<file path="src/rtl/d05200_otp_pkg.sv">
// Shared types, default timing and sizing helpers for the OTP access sequencer.
package d05200_otp_pkg;

  typedef enum logic [2:0] {
    ST_BOOT,
    ST_IDLE,
    ST_SETUP,
    ST_READ,
    ST_PROG,
    ST_VERIFY,
    ST_RESP
  } state_e;

  // What the current SETUP/READ/PROG pass belongs to.
  typedef enum logic [1:0] {
    OP_BOOT,
    OP_RD,
    OP_PG,
    OP_VF
  } op_e;

  localparam int unsigned DEF_T_SETUP   = 2;
  localparam int unsigned DEF_T_RD      = 4;
  localparam int unsigned DEF_T_PROG    = 200;
  localparam int unsigned DEF_RETRY_MAX = 3;

  function automatic int unsigned clog2(input int unsigned v);
    int unsigned r;
    r = 0;
    while ((64'd1 << r) < 64'(v)) r++;
    return r;
  endfunction

  function automatic int unsigned max3(input int unsigned a, input int unsigned b,
                                       input int unsigned c);
    int unsigned m;
    m = (a > b) ? a : b;
    return (m > c) ? m : c;
  endfunction

endpackage

</file>
<file path="src/rtl/d05200_otp_timer.sv">
// Loadable down-counter shared by all timed sequencer states; done marks the last cycle.
module d05200_otp_timer #(
  parameter int unsigned W = 8
) (
  input  logic         clk_i,
  input  logic         rst_i,
  input  logic         start_i,
  input  logic [W-1:0] load_i,
  output logic         done_o
);

  logic [W-1:0] cnt_q;

  always_ff @(posedge clk_i) begin
    if (rst_i) begin
      cnt_q <= '0;
    end else if (start_i) begin
      cnt_q <= load_i - W'(1);
    end else if (cnt_q != '0) begin
      cnt_q <= cnt_q - W'(1);
    end
  end

  // The start cycle is itself the first timed cycle, so a load of 1 finishes at once.
  assign done_o = start_i ? (load_i == W'(1)) : (cnt_q == W'(1));

endmodule

</file>
<file path="src/rtl/d05200_otp_seq.sv">
// OTP access sequencer: boot shadow load, then single-word read/program with verify and retry.
module d05200_otp_seq
  import d05200_otp_pkg::*;
#(
  parameter int unsigned AW        = 7,
  parameter int unsigned DW        = 8,
  parameter int unsigned DEPTH     = 128,
  parameter int unsigned SHADOW_N  = 16,
  parameter int unsigned T_SETUP   = DEF_T_SETUP,
  parameter int unsigned T_RD      = DEF_T_RD,
  parameter int unsigned T_PROG    = DEF_T_PROG,
  parameter int unsigned RETRY_MAX = DEF_RETRY_MAX
) (
  input  logic                   HCLK,
  input  logic                   RESET,
  input  logic                   req_vld,
  output logic                   req_rdy,
  input  logic                   req_wr,
  input  logic [AW-1:0]          req_addr,
  input  logic [DW-1:0]          req_wdata,
  output logic                   rsp_vld,
  output logic [DW-1:0]          rsp_rdata,
  output logic                   rsp_err,
  output logic                   boot_done,
  output logic [SHADOW_N*DW-1:0] shadow_data,
  input  logic                   vpp_ok,
  input  logic                   prog_lock,
  output logic                   OTP_CS,
  output logic                   OTP_READ,
  output logic                   OTP_PROG,
  output logic [AW-1:0]          OTP_ADDR,
  output logic [DW-1:0]          OTP_DATI,
  input  logic [DW-1:0]          OTP_DATO
);

  localparam int unsigned TW = clog2(max3(T_SETUP, T_RD, T_PROG) + 1);
  localparam int unsigned IW = clog2(SHADOW_N + 1);

  state_e                 state_q;
  op_e                    op_q;
  logic [IW-1:0]          idx_q;
  logic [2:0]             retry_q;
  logic [AW-1:0]          addr_q;
  logic [DW-1:0]          wdata_q;
  logic [DW-1:0]          rdback_q;
  logic                   tmr_start_q;
  logic [TW-1:0]          tmr_val_q;
  logic                   tmr_done;
  logic                   req_rdy_q, rsp_vld_q, rsp_err_q, boot_done_q;
  logic [DW-1:0]          rsp_rdata_q;
  logic                   cs_q, rd_q, pg_q;
  logic [AW-1:0]          adr_q;
  logic [DW-1:0]          dati_q;
  logic [SHADOW_N*DW-1:0] shadow_q;
  logic [SHADOW_N-1:0]    sh_we;
  logic [DW-1:0]          sh_wd;
  logic                   reject;

  assign reject = (32'(req_addr) >= DEPTH) || (req_wr && (prog_lock || !vpp_ok));

  d05200_otp_timer #(.W(TW)) u_timer (
    .clk_i  (HCLK),
    .rst_i  (RESET),
    .start_i(tmr_start_q),
    .load_i (tmr_val_q),
    .done_o (tmr_done)
  );

  always_ff @(posedge HCLK) begin
    if (RESET) begin
      state_q     <= ST_BOOT;
      op_q        <= OP_BOOT;
      idx_q       <= '0;
      retry_q     <= '0;
      addr_q      <= '0;
      wdata_q     <= '0;
      rdback_q    <= '0;
      tmr_start_q <= 1'b0;
      tmr_val_q   <= '0;
      req_rdy_q   <= 1'b0;
      rsp_vld_q   <= 1'b0;
      rsp_err_q   <= 1'b0;
      rsp_rdata_q <= '0;
      boot_done_q <= 1'b0;
      cs_q        <= 1'b0;
      rd_q        <= 1'b0;
      pg_q        <= 1'b0;
      adr_q       <= '0;
      dati_q      <= '0;
    end else begin
      tmr_start_q <= 1'b0;
      rsp_vld_q   <= 1'b0;
      case (state_q)
        ST_BOOT: begin
          if (32'(idx_q) == SHADOW_N) begin
            state_q     <= ST_IDLE;
            boot_done_q <= 1'b1;
            req_rdy_q   <= 1'b1;
          end else begin
            state_q     <= ST_SETUP;
            op_q        <= OP_BOOT;
            cs_q        <= 1'b1;
            adr_q       <= AW'(idx_q);
            tmr_start_q <= 1'b1;
            tmr_val_q   <= TW'(T_SETUP);
          end
        end
        ST_IDLE: begin
          if (req_vld && req_rdy_q) begin
            req_rdy_q <= 1'b0;
            addr_q    <= req_addr;
            wdata_q   <= req_wdata;
            retry_q   <= '0;
            if (reject) begin
              // Rejected requests never touch the macro or the shadow.
              state_q     <= ST_RESP;
              op_q        <= OP_RD;
              rsp_vld_q   <= 1'b1;
              rsp_err_q   <= 1'b1;
              rsp_rdata_q <= '0;
            end else begin
              state_q     <= ST_SETUP;
              op_q        <= req_wr ? OP_PG : OP_RD;
              cs_q        <= 1'b1;
              adr_q       <= req_addr;
              dati_q      <= req_wr ? req_wdata : '0;
              tmr_start_q <= 1'b1;
              tmr_val_q   <= TW'(T_SETUP);
            end
          end
        end
        ST_SETUP: begin
          if (tmr_done) begin
            tmr_start_q <= 1'b1;
            if (op_q == OP_PG) begin
              state_q   <= ST_PROG;
              pg_q      <= 1'b1;
              tmr_val_q <= TW'(T_PROG);
            end else begin
              state_q   <= ST_READ;
              rd_q      <= 1'b1;
              tmr_val_q <= TW'(T_RD);
            end
          end
        end
        ST_READ: begin
          if (tmr_done) begin
            rd_q     <= 1'b0;
            rdback_q <= OTP_DATO;
            case (op_q)
              OP_BOOT: begin
                idx_q <= idx_q + IW'(1);
                if (32'(idx_q) == SHADOW_N - 1) begin
                  state_q <= ST_BOOT;
                  cs_q    <= 1'b0;
                end else begin
                  state_q     <= ST_SETUP;
                  adr_q       <= AW'(idx_q + IW'(1));
                  tmr_start_q <= 1'b1;
                  tmr_val_q   <= TW'(T_SETUP);
                end
              end
              OP_VF: begin
                if ((OTP_DATO != wdata_q) && (32'(retry_q) < RETRY_MAX)) begin
                  retry_q     <= retry_q + 3'd1;
                  op_q        <= OP_PG;
                  state_q     <= ST_SETUP;
                  tmr_start_q <= 1'b1;
                  tmr_val_q   <= TW'(T_SETUP);
                end else begin
                  state_q     <= ST_RESP;
                  cs_q        <= 1'b0;
                  rsp_vld_q   <= 1'b1;
                  rsp_err_q   <= (OTP_DATO != wdata_q);
                  rsp_rdata_q <= OTP_DATO;
                end
              end
              default: begin
                state_q     <= ST_RESP;
                cs_q        <= 1'b0;
                rsp_vld_q   <= 1'b1;
                rsp_err_q   <= 1'b0;
                rsp_rdata_q <= OTP_DATO;
              end
            endcase
          end
        end
        ST_PROG: begin
          if (tmr_done) begin
            state_q <= ST_VERIFY;
            pg_q    <= 1'b0;
          end
        end
        ST_VERIFY: begin
          state_q     <= ST_SETUP;
          op_q        <= OP_VF;
          tmr_start_q <= 1'b1;
          tmr_val_q   <= TW'(T_SETUP);
        end
        ST_RESP: begin
          state_q   <= ST_IDLE;
          req_rdy_q <= 1'b1;
          rsp_err_q <= 1'b0;
          dati_q    <= '0;
        end
        default: state_q <= ST_BOOT;
      endcase
    end
  end

  // Boot captures straight from DO; program results land from the read-back in RESP.
  always_comb begin
    sh_we = '0;
    sh_wd = OTP_DATO;
    if (state_q == ST_READ && op_q == OP_BOOT && tmr_done) begin
      for (int unsigned i = 0; i < SHADOW_N; i++) begin
        if (32'(idx_q) == i) sh_we[i] = 1'b1;
      end
    end else if (state_q == ST_RESP && op_q == OP_VF) begin
      sh_wd = rdback_q;
      for (int unsigned i = 0; i < SHADOW_N; i++) begin
        if (32'(addr_q) == i) sh_we[i] = 1'b1;
      end
    end
  end

  always_ff @(posedge HCLK) begin
    if (RESET) begin
      shadow_q <= '0;
    end else begin
      for (int unsigned i = 0; i < SHADOW_N; i++) begin
        if (sh_we[i]) shadow_q[i*DW +: DW] <= sh_wd;
      end
    end
  end

  assign req_rdy     = req_rdy_q;
  assign rsp_vld     = rsp_vld_q;
  assign rsp_rdata   = rsp_rdata_q;
  assign rsp_err     = rsp_err_q;
  assign boot_done   = boot_done_q;
  assign shadow_data = shadow_q;
  assign OTP_CS      = cs_q;
  assign OTP_READ    = rd_q;
  assign OTP_PROG    = pg_q;
  assign OTP_ADDR    = adr_q;
  assign OTP_DATI    = dati_q;

endmodule
</file>
<file path="config.mk">
export PLATFORM = sky130hd
export DESIGN_NAME = d05200_otp_seq
export DESIGN_NICKNAME = d
export VERILOG_FILES = /design/src/rtl/d05200_otp_pkg.sv /design/src/rtl/d05200_otp_timer.sv /design/src/rtl/d05200_otp_seq.sv
export SDC_FILE = /design/constraint.sdc
export NUM_CORES = 1
export LEC_CHECK = 0
export ABC_AREA = 1
export CORE_ASPECT_RATIO = 0.5
export CORE_MARGIN = 3
export CORE_UTILIZATION = 51
export DETAILED_ROUTE_END_ITERATION = 10
export PLACE_DENSITY_LB_ADDON = 0.2
export SYNTH_ARGS = -nofsm -noshare
export SYNTH_HDL_FRONTEND = slang
export SYNTH_HIERARCHICAL = 1
export SYNTH_SLANG_ARGS = --single-unit
</file>
<file path="constraint.sdc">
create_clock -name HCLK -period 2.3 [get_ports HCLK]
set_input_delay 0.46 -clock HCLK [delete_from_list [all_inputs] [get_ports HCLK]]
set_output_delay 0.46 -clock HCLK [all_outputs]
set_load 0.02 [all_outputs]
</file>
==> flow_summary.json <==
{
  "cap_violations": 0,
  "p_per_area_nw_per_um2": 815,
  "cp_common_cell": "buf_6",
  "reg2reg_from": "u_timer/cnt_q[1]$_SDFFE_PP0P_",
  "clockBufferDepth": 3,
  "finalHoldViolCount": 0,
  "hp-class": "in2reg",
  "dp_slack_ns": 0.0925,
  "gr-total-overflow": 0,
  "grt_pass1_vias": 8678,
  "period_minus_slack_ns": 2.19,
  "cp-start-kind": "flip-flop",
  "hpwl_microns": 19400,
  "die_x_microns": 194,
  "cp_slowest_cell": "dfxtp_1",
  "drtPass1Iterations": 5,
  "holdWs_ns": 0.434,
  "numCtsBuffers": 19,
  "dieHeight_microns": 100,
  "status": "finished, final reports clean",
  "design.core.area_sq_um": 16800,
  "peakVddDrop_mv": 0.707,
  "drtIter0Drc": 713,
  "yosysWarnings": 6,
  "top_level_ports": 187,
  "start_util_pct": 53.5,
  "nets": 1506,
  "critPathRequiredTime_ns": 2.73,
  "root_buffer": "clkbuf_16",
  "grt_max_degree": 112,
  "synth-seq-cells": 206,
  "n_antenna_cell": 0,
  "fillCellCount": 1364,
  "syn_inst": 1241,
  "rows": 33,
  "synthArstFlopShare_pct": 0,
  "leakage_nw": 4.73,
  "reg2reg_to": "shadow_data[55]$_SDFFE_PP0P_",
  "crit_family": "buffers and inverters",
  "drc": 0,
  "drive_above_1_share_pct": 10.2,
  "finClkSkew_ns": 0.0251,
  "via_per_inst": 5.37,
  "path_clk_slew_ns": 0.07,
  "final_common_cell": "nand2_1",
  "final_cell_mix": "318 x nand2_1, 205 x dfxtp_1, 185 x clkdlybuf4s50_1, 144 x nor2_1, 144 x a21oi_1",
  "max_stage_delay_ns": 0.34,
  "crit_end": "shadow_data[55]$_SDFFE_PP0P_",
  "antenna_found_initial": 0,
  "vias": 9148,
  "crit_fanout": 6,
  "path_depth": 14,
  "max_clock_freq_ghz": 0.456,
  "setup_slack_ns": 0.105,
  "setup_viol": 0,
  "syn_area_sq_um": 9020,
  "synth_edf_count": 0,
  "regArea_sq_um": 4130,
  "relSlewSlack_pct": 52.3,
  "wl_microns": 28100,
  "setup.worst_path.end_class": "flip-flop",
  "area_growth_pct": 34.3,
  "synth.distinct_cells": 45,
  "postCtsHoldBufs": 0,
  "arrival_ns": 2.62,
  "worstSkewPairLatency_ns": 0.50,
  "tritoncts_num_sinks": 206,
  "numPortBuffers": 186,
  "finalWeightedCongestion": 0.935,
  "multiInputGateArea_sq_um": 4350,
  "r2r_slack_ns": 0.11,
  "grt_pass1_wl_microns": 44600,
  "syn_avg_cell_area_sq_um": 7.27,
  "seq_area_frac_synth_pct": 45.7,
  "critPathBufInv": 5,
  "cts_max_level": 1,
  "grt_util_all_layers_pct": 27.7,
  "wl_per_cell_microns": 16.5,
  "die_area_sq_um": 19400,
  "cp_cell_sequence": "inv_2 > ha_1 > nand3_1 > o22ai_2 > buf_6 > nand2_8 > nor2_8 > buf_12 > buf_6 > nand4_1 > buf_4 > nand2_2 > nand2_1 > a21oi_1",
  "antenna_left": 0,
  "fin_crit_sh_pct": 95.4,
  "min_path_cells": 4,
  "placed_area_sq_um": 11400,
  "synth_ff_type": "dfxtp_1",
  "startpoint": "u_timer/cnt_q[1]$_SDFFE_PP0P_",
  "cts_tree": "built",
  "reg2reg_depth": 14,
  "final_area_sq_um": 12100,
  "slew_violations": 0,
  "worstSetupPathType": "reg2reg",
  "worst_slew_pin_slew_ns": 0.716
}
[where the power goes]
group	internal (mW)	switching (mW)	total, mW	leakage, nW
Sequential	3.79	0.182	3.98	1.66
Combinational	0.937	1.60	2.53	2.74
Clock	1.96	1.40	3.36	0.320
[cell families after synthesis]
logic type	synth area share, %
buf+inv	6.85
xor+xnor	1.07
flops	45.7
other cells	0.0416
simple gates	29.4
fa+ha+maj	1.94
compound gates	15.0
[layout make-up]
cell class,count,share of cell area (%)
flip-flops and latches,206,34.1
clock inverters,10,1.14
multi-input cells,897,35.9
repair buffers,236,19.0
well taps,227,2.34
inverters,103,3.21
clock buffers,23,4.30
[synth_stat cells, types with 5 or more instances]
cell type,number,area [sq um]
o21ai_0,80,400
buf_4,9,67.6
nand4_1,23,144
nor2_1,146,548
xnor2_1,7,61.3
nand3_1,67,335
nor2_4,7,78.8
inv_2,14,52.6
ha_1,14,175
clkbuf_1,21,78.8
o22ai_1,5,31.3
nand2_2,17,106
nor3_1,7,35.0
dfxtp_1,206,4120
o21ai_1,9,45.0
nand2_1,322,1210
buf_2,9,45.0
inv_1,88,330
a21oi_1,144,721
[worst reg2reg max path, cell delays in order (launching register included)]
cell     delay (ns)
dfxtp_1        0.34
inv_2          0.08
ha_1           0.14
nand3_1        0.09
o22ai_2        0.17
buf_6          0.16
nand2_8        0.07
nor2_8         0.12
buf_12         0.13
buf_6          0.13
nand4_1        0.18
buf_4          0.22
nand2_2        0.10
nand2_1        0.07
a21oi_1        0.15
[how the worst min path moves through the flow]
stage	slack, ns	from	end
after floorplan	0.44	addr_q[5]$_SDFFE_PP0P_	addr_q[5]$_SDFFE_PP0P_
after global placement	0.45	shadow_data[20]$_SDFFE_PP0P_	shadow_data[20]$_SDFFE_PP0P_
after detailed placement	0.45	shadow_data[99]$_SDFFE_PP0P_	shadow_data[99]$_SDFFE_PP0P_
after CTS	0.43	RESET	op_q[1]$_SDFFE_PP0P_
after global routing	0.47	RESET	op_q[1]$_SDFFE_PP0P_
final	0.43	RESET	rsp_err$_SDFFE_PP0P_
[registers in the layout, indices dropped and copies added, names as in the netlist, 2 cells and up]
| signal | cells |
|---|---|
| tmr_val_q | 3 |
| shadow_data | 128 |
| addr_q | 7 |
| idx_q | 5 |
| u_timer/cnt_q | 8 |
| retry_q | 3 |
| wdata_q | 8 |
| OTP_ADDR | 7 |
| state_q | 3 |
| rdback_q | 8 |
| OTP_DATI | 8 |
| op_q | 2 |
| rsp_rdata | 8 |
[timing repair]
| item | 4_1_cts | 5_1_grt |
|---|---|---|
| gates resized for setup | 0 | 15 |
| endpoints found under the setup margin | 0 | 59 |
| buffers inserted | 0 | 5 |
[layer usage]
layer	vias to the layer above	share of wire (%)	global-route usage (%)
met2	351	46	46.0
met1	4262	43	36.6
met4	0	2.7	7.22
li1	4475	-	-
met5	-	0	0
met3	60	8.5	6.84
[through the flow]
| stage | cells | setup TNS, ns | utilization (%) | total power, mW |
|---|---|---|---|---|
| final | 1702 | 0 | 71.9 | 9.87 |
| after global routing | 1702 | -0.0654 | 71.9 | 10.4 |
| after CTS | 1696 | 0 | 71.3 | 9.80 |
| after detailed placement | 1663 | 0 | 67.4 | 6.45 |
| after global placement | 1663 | 0 | 67.4 | 6.40 |
| after floorplan | 1250 | 0 | - | 5.70 |
(Power assumes the default switching activity.)
==> edit 1: new RTL, config.mk and constraints unchanged <==
Make the reset (`RESET` and `rst_i`) asynchronous in 3 clocked blocks.
--- a/src/rtl/d05200_otp_timer.sv
+++ b/src/rtl/d05200_otp_timer.sv
@@ -13,3 +13,3 @@
 
-  always_ff @(posedge clk_i) begin
+  always_ff @(posedge clk_i or posedge rst_i) begin
     if (rst_i) begin
--- a/src/rtl/d05200_otp_seq.sv
+++ b/src/rtl/d05200_otp_seq.sv
@@ -68,3 +68,3 @@
 
-  always_ff @(posedge HCLK) begin
+  always_ff @(posedge HCLK or posedge RESET) begin
     if (RESET) begin
@@ -226,3 +226,3 @@
 
-  always_ff @(posedge HCLK) begin
+  always_ff @(posedge HCLK or posedge RESET) begin
     if (RESET) begin
Behaviour: differs if RESET is asserted again (counterexample within 4 cycles, from zero or initial values and one cycle with RESET high); with RESET held inactive, the same outputs for 10 cycles.
==> edit 1 against the original RTL <==
Sequential cell count unchanged; final area increased by 3.2%; highest routed layer unchanged; critical endpoint is now shadow_data[70]; area after synthesis increased by 3.9%; setup slack got worse by 0.015 ns; via count decreased by 9.8%; cell count decreased by 10%; routed wire length decreased by 2.5%.
Power is not compared: it rests on default switching activity, and its combinational part moved more than twofold at a synthesized area within 25%.
==> edit 1: results (changes against the original RTL) <==
* Leakage dissipation at 5.70 nW
* Hold_buf cts at 0 (unchanged)
* Fraction of registers with async set/reset at 100% (+100 points)
* Post-DP HPWL at 19.1 mm (-1.8%)
* Largest stage delay, worst path at 0.41 ns (+0.07 ns)
* Placed cell areas at 11,600 um2 (+2.3%)
* Vias in the first global route at 8,073 (-7.0%)
* Synth Area in Adders at 1.87% (-0.072 points)
* DR vias at 8,254 (-9.8%)
* Design Area, Final at 12,500 um2 (+3.2%)
* # port buffers at 186 (unchanged)
* Largest register FFs at 128 (unchanged)
* Worst-path fanout max at 16 (+10)
* Synth Area in Compound Gates at 15.3% (+0.35 points)
* # fillers at 1,374 (+0.73%)
* Clk slew on worst S/H paths at 0.07 ns (about the same)
* Tot GR Track Use at 26.5% (-1.2 points)
* WL per Instance at 17.9 um (+8.5%)
* Top post-synthesis cells by area: dfrtp_1 (55%), nand2_1 (10%), o21ai_0 (5.5%)
* Family with the most delay on the worst path: buffers and inverters
* Maximum number of pins on one net before global-route repair at 83 (-26%)
* Launching point of the worst reg2reg path: u_timer/cnt_q[6]
* Slew at the pin closest to its max-slew limit at 0.541 ns (-0.174 ns)
* DR pass1 iterations at 5 (unchanged)
* Top cells by count, synth: nand2_1 (260), dfrtp_1 (206), o21ai_0 (102)
* Hold WC Path Type: in -> async
* GPL Wtd Cong at 0.874 (-6.5%)
* Worst R2R Setup Slack at 0.09 ns (-0.02 ns)
* CTS Buf Count at 19 (unchanged)
* Worst R2R End: shadow_data[70]
* Nets@finish at 1,327 (-12%)
* DRT iter0 DRCs at 610 (-14%)
* Peak supply drop at 0.000393 V
* Non-Filler Instances at 1,530 (-10%)
* Ant diodes at 0 (unchanged)
* Place WS at 0.0508 ns (-0.0417 ns)
* Post-Synth XOR/XNOR Area at 0.748% (-0.32 points)
* Slowest CP cell: dfrtp_1
* Outcome: complete, no violations
* R2R cell count at 13 (-1)
* Fin Clk Skew at 0.0112 ns (-0.0140 ns)
* WP data arrival at 2.56 ns (-0.06 ns)
* First-pass GRT wire length at 42.7 mm (-4.2%)
* Count of cell types in the netlist at 45 (unchanged)
* Root buf cell: clkbuf_16
* Syn Area/Cell at 8.80 um2 (+21%)
* Clk_lat worst skew at 0.50 ns (about the same)
* Post-synth top flop: dfrtp_1
* H-tree depth at 1 (unchanged)
* Fraction of layout cells with a size suffix above 1 at 11.5% (+1.3 points)
* Post-synthesis sequential area ratio at 55.0% (+9.3 points)
-- edit 1: cell count changes in the layout (fill, tap and decap cells not counted), moves of 12 or more --
cell and change:
nor2_1 -57, dfxtp_1 -205, nand2_2 -12, a21oi_1 -100, dfrtp_1 +206, o21ai_0 +20, nand2_1 -62, nand3_1 -25
nand4_1 -20, o21ai_1 +57
-- edit 1: stage by stage --
| stage | setup TNS, ns | hold slack [ns] |
|---|---|---|
| global placement | 0 | 0.454 |
| CTS | 0 | 0.303 |
| finish | 0 | 0.303 |
| floorplan | -142.63 | 0.276 |
| global route | -0.266 | 0.331 |
| detailed placement | 0 | 0.453 |
-- edit 1: metal layers --
| metal | track usage (%) | vias up | share of wire (%) |
|---|---|---|---|
| met5 | 0 | - | 0 |
| met4 | 4.83 | 0 | 1.6 |
| met2 | 42.7 | 299 | 46 |
| li1 | - | 3899 | - |
| met3 | 7.38 | 43 | 8.5 |
| met1 | 37.1 | 4013 | 44 |
-- edit 1: cells by family (layout without fill, tap and decap cells) --
| kind of cell | Yosys count | after routing |
|---|---|---|
| other | 1 | 7 |
| xor gates and xnor gates | 8 | 8 |
| buffers and inverters | 152 | 374 |
| and+or+nand+nor | 432 | 432 |
| adders and majority gates | 14 | 14 |
| AOI/OAI and AO/OA | 251 | 255 |
| DFF | 206 | 206 |
-- edit 1: cell type report --
cell class              instances  share of cell area [%]
clock inverters                11                    1.13
clock buffers                  22                    3.97
flip-flops and latches        206                    41.2
repair buffers                228                    18.1
multi-input cells             716                    29.8
inverters                     113                    3.44
well taps                     234                    2.34
-- edit 1: worst max-delay path by stage --
stage                     start         endpoint  slack [ns]  cells after the start
6_report       u_timer/cnt_q[6]  shadow_data[70]        0.09                     13
5_1_grt        u_timer/cnt_q[1]  shadow_data[73]       -0.04                     12
4_1_cts        u_timer/cnt_q[1]  shadow_data[72]        0.03                     12
3_5_place_dp   u_timer/cnt_q[1]  shadow_data[50]        0.05                     10
3_3_place_gp   u_timer/cnt_q[5]  shadow_data[45]        0.14                     11
2_1_floorplan             RESET      OTP_ADDR[0]       -0.72                      1
-- edit 1: what timing repair did --
| action | CTS | global route |
|---|---|---|
| gates cloned | 0 | 4 |
| endpoints found under the setup margin | 1 | 145 |
| resized for setup | 1 | 29 |
| pin swaps | 0 | 7 |
| buffers inserted | 0 | 8 |
-- edit 1: power breakdown --
group	switching [W]	internal, W	total, W
Clock	0.00141	0.00190	0.00331
Combinational	0.000436	0.000243	0.000679
Sequential	0.0000826	0.00369	0.00378
==> edit 2: new RTL, same settings <==
Without the edit above. Change the parameter `DEPTH` from 128 to 64.
--- a/src/rtl/d05200_otp_seq.sv
+++ b/src/rtl/d05200_otp_seq.sv
@@ -6,3 +6,3 @@
   parameter int unsigned DW        = 8,
-  parameter int unsigned DEPTH     = 128,
+  parameter int unsigned DEPTH     = 64,
   parameter int unsigned SHADOW_N  = 16,
Formal check against the unedited RTL: same outputs for any inputs over 10 cycles, from zero or initial values and one cycle with RESET high; that may be too few to reach the edited logic, so the function may still have changed.
==> edit 2 against the original RTL <==
Clock skew shrank 0.0019 ns; routed wire length decreased by 3.2%; sequential cell count stayed put; power increased by 0.16%; core utilization is 0.98 points lower; area after synthesis decreased by 1.6%; final area shrank 2.1%; setup slack improved by 0.021 ns; highest routed layer unchanged.
==> edit 2: results (changes against the original RTL) <==
* Top cells by count, synth: nand2_1 (228), dfxtp_1 (206), a21oi_1 (189)
* Sw Share at 33.3% (+1.1 points)
* Part of the power in registers at 41.1% (+0.8 points)
* Family with the most delay on the worst path: simple AND/OR/NAND/NOR gates
* Gr busiest metal: met2
* CTS sink cnt at 206 (unchanged)
* DRT iter0 DRCs at 777 (+9.0%)
* Met2 Usage GRT at 44.5% (-1.6 points)
* GPL Wtd Cong at 0.942 (+0.70%)
* M1 WL at 11.9 mm (-1.9%)
* Placed cell areas at 11,100 um2 (-2.6%)
* Worst-path fanout max at 14 (+8)
* Met3 routed WL at 2.50 mm (+4.4%)
* Outcome: complete, no violations
* Synth Area in Adders at 1.97% (+0.031 points)
* Vias/cell at 5.44 (+1.1%)
* H-tree depth at 1 (unchanged)
* Non-clk buf share at 18.8% (-0.28 points)
* First-pass GRT wire length at 42.4 mm (-4.8%)
* Post-synthesis sequential area ratio at 46.5% (+0.74 points)
* Vias in the first global route at 8,297 (-4.4%)
* Multi-Input Combinational at 797 (-11%)
* # fillers at 1,389 (+1.8%)
* Post-DP HPWL at 18.9 mm (-2.6%)
* Met1 Track Usage GR at 35.9% (-0.70 points)
* Post-Synth XOR/XNOR Area at 0.691% (-0.38 points)
* Peak supply drop at 0.000670 V (-5.3%)
* CTS Buf Count at 19 (unchanged)
* Tot GR Track Use at 27.2% (-0.48 points)
* Seq area share at 34.8% (+0.75 points)
* Nets@finish at 1,406 (-6.6%)
* Area of the die at 19,100 um2 (-1.5%)
* Register area at 4130 um2 (about the same)
* WL final at 27.2 mm (-3.2%)
* Post-synthesis mux area share at 0% (unchanged)
* Maximum number of pins on one net before global-route repair at 79 (-29%)
* Fin Clk Skew at 0.0232 ns (-0.00195 ns)
* Clock buf count at 22 (-4.3%)
* Synth Area in Compound Gates at 22.8% (+7.9 points)
* Count of cell types in the netlist at 44 (-2.2%)
* Power Dens Cells at 834 nW/um2 (+2.3%)
* Top Layer Used: met4
* Fraction of layout cells with a size suffix above 1 at 11.3% (+1.0 points)
* Max-slew headroom at 44.8% (-7.5 points)
* Leakage dissipation at 4.63 nW (-2.1%)
* WP data arrival at 2.55 ns (-0.07 ns)
* Top post-synthesis cells by area: dfxtp_1 (46%), a21oi_1 (11%), nand2_1 (9.6%)
* Hold WC Path Type: in -> reg
* Clock buf/inv share at 5.26% (-0.17 points)
* Non-clk bufs at 229 (-3.0%)
* Met2 WL post-DR at 12.5 mm (-2.6%)
* Comb power at 0.00260 W (+3%)
* Clk_lat worst skew at 0.50 ns (about the same)
* Largest register FFs at 128 (unchanged)
* Root buf cell: clkbuf_16
* Met3 usage at 8.98% (+2.1 points)
* Invs w/o clock at 110 (+6.8%)
* Multi-input logic portion of the cell area at 35.3% (-0.66 points)
-- edit 2: cell types whose count changed after synthesis, sizes merged, moves of 6 or more --
cell,unedited run,this run
nand2,341,240
clkbuf,21,30
a311oi,0,8
nor2,159,89
a21oi,144,189
o21ai,92,146
nor3,7,13
nand3,69,39
buf,24,16
-- edit 2: path summary, 6_finish.rpt --
kind / startpoint / endpoint / slack [ns] / cells after the start
worst max-delay path: idx_q[0] / OTP_ADDR[0] / 0.13 / 10
worst min-delay path: RESET / tmr_val_q[6] / 0.36 / 4
worst max register to register: idx_q[0] / OTP_ADDR[0] / 0.13 / 10
worst min register to register: retry_q[2] / retry_q[2] / 0.46 / 2
-- edit 2: per-stage QoR --
stage	worst slack, ns	cells
after detailed placement	0.00494	1553
after floorplan	0.134	1157
after CTS	0.0801	1587
after global placement	0.0781	1553
final	0.126	1603
after global routing	-0.0395	1603
-- edit 2: what timing repair did --
item | 4_1_cts | 5_1_grt
endpoints found under the setup margin | 0 | 106
gates resized for setup | 0 | 22
buffers inserted | 0 | 14
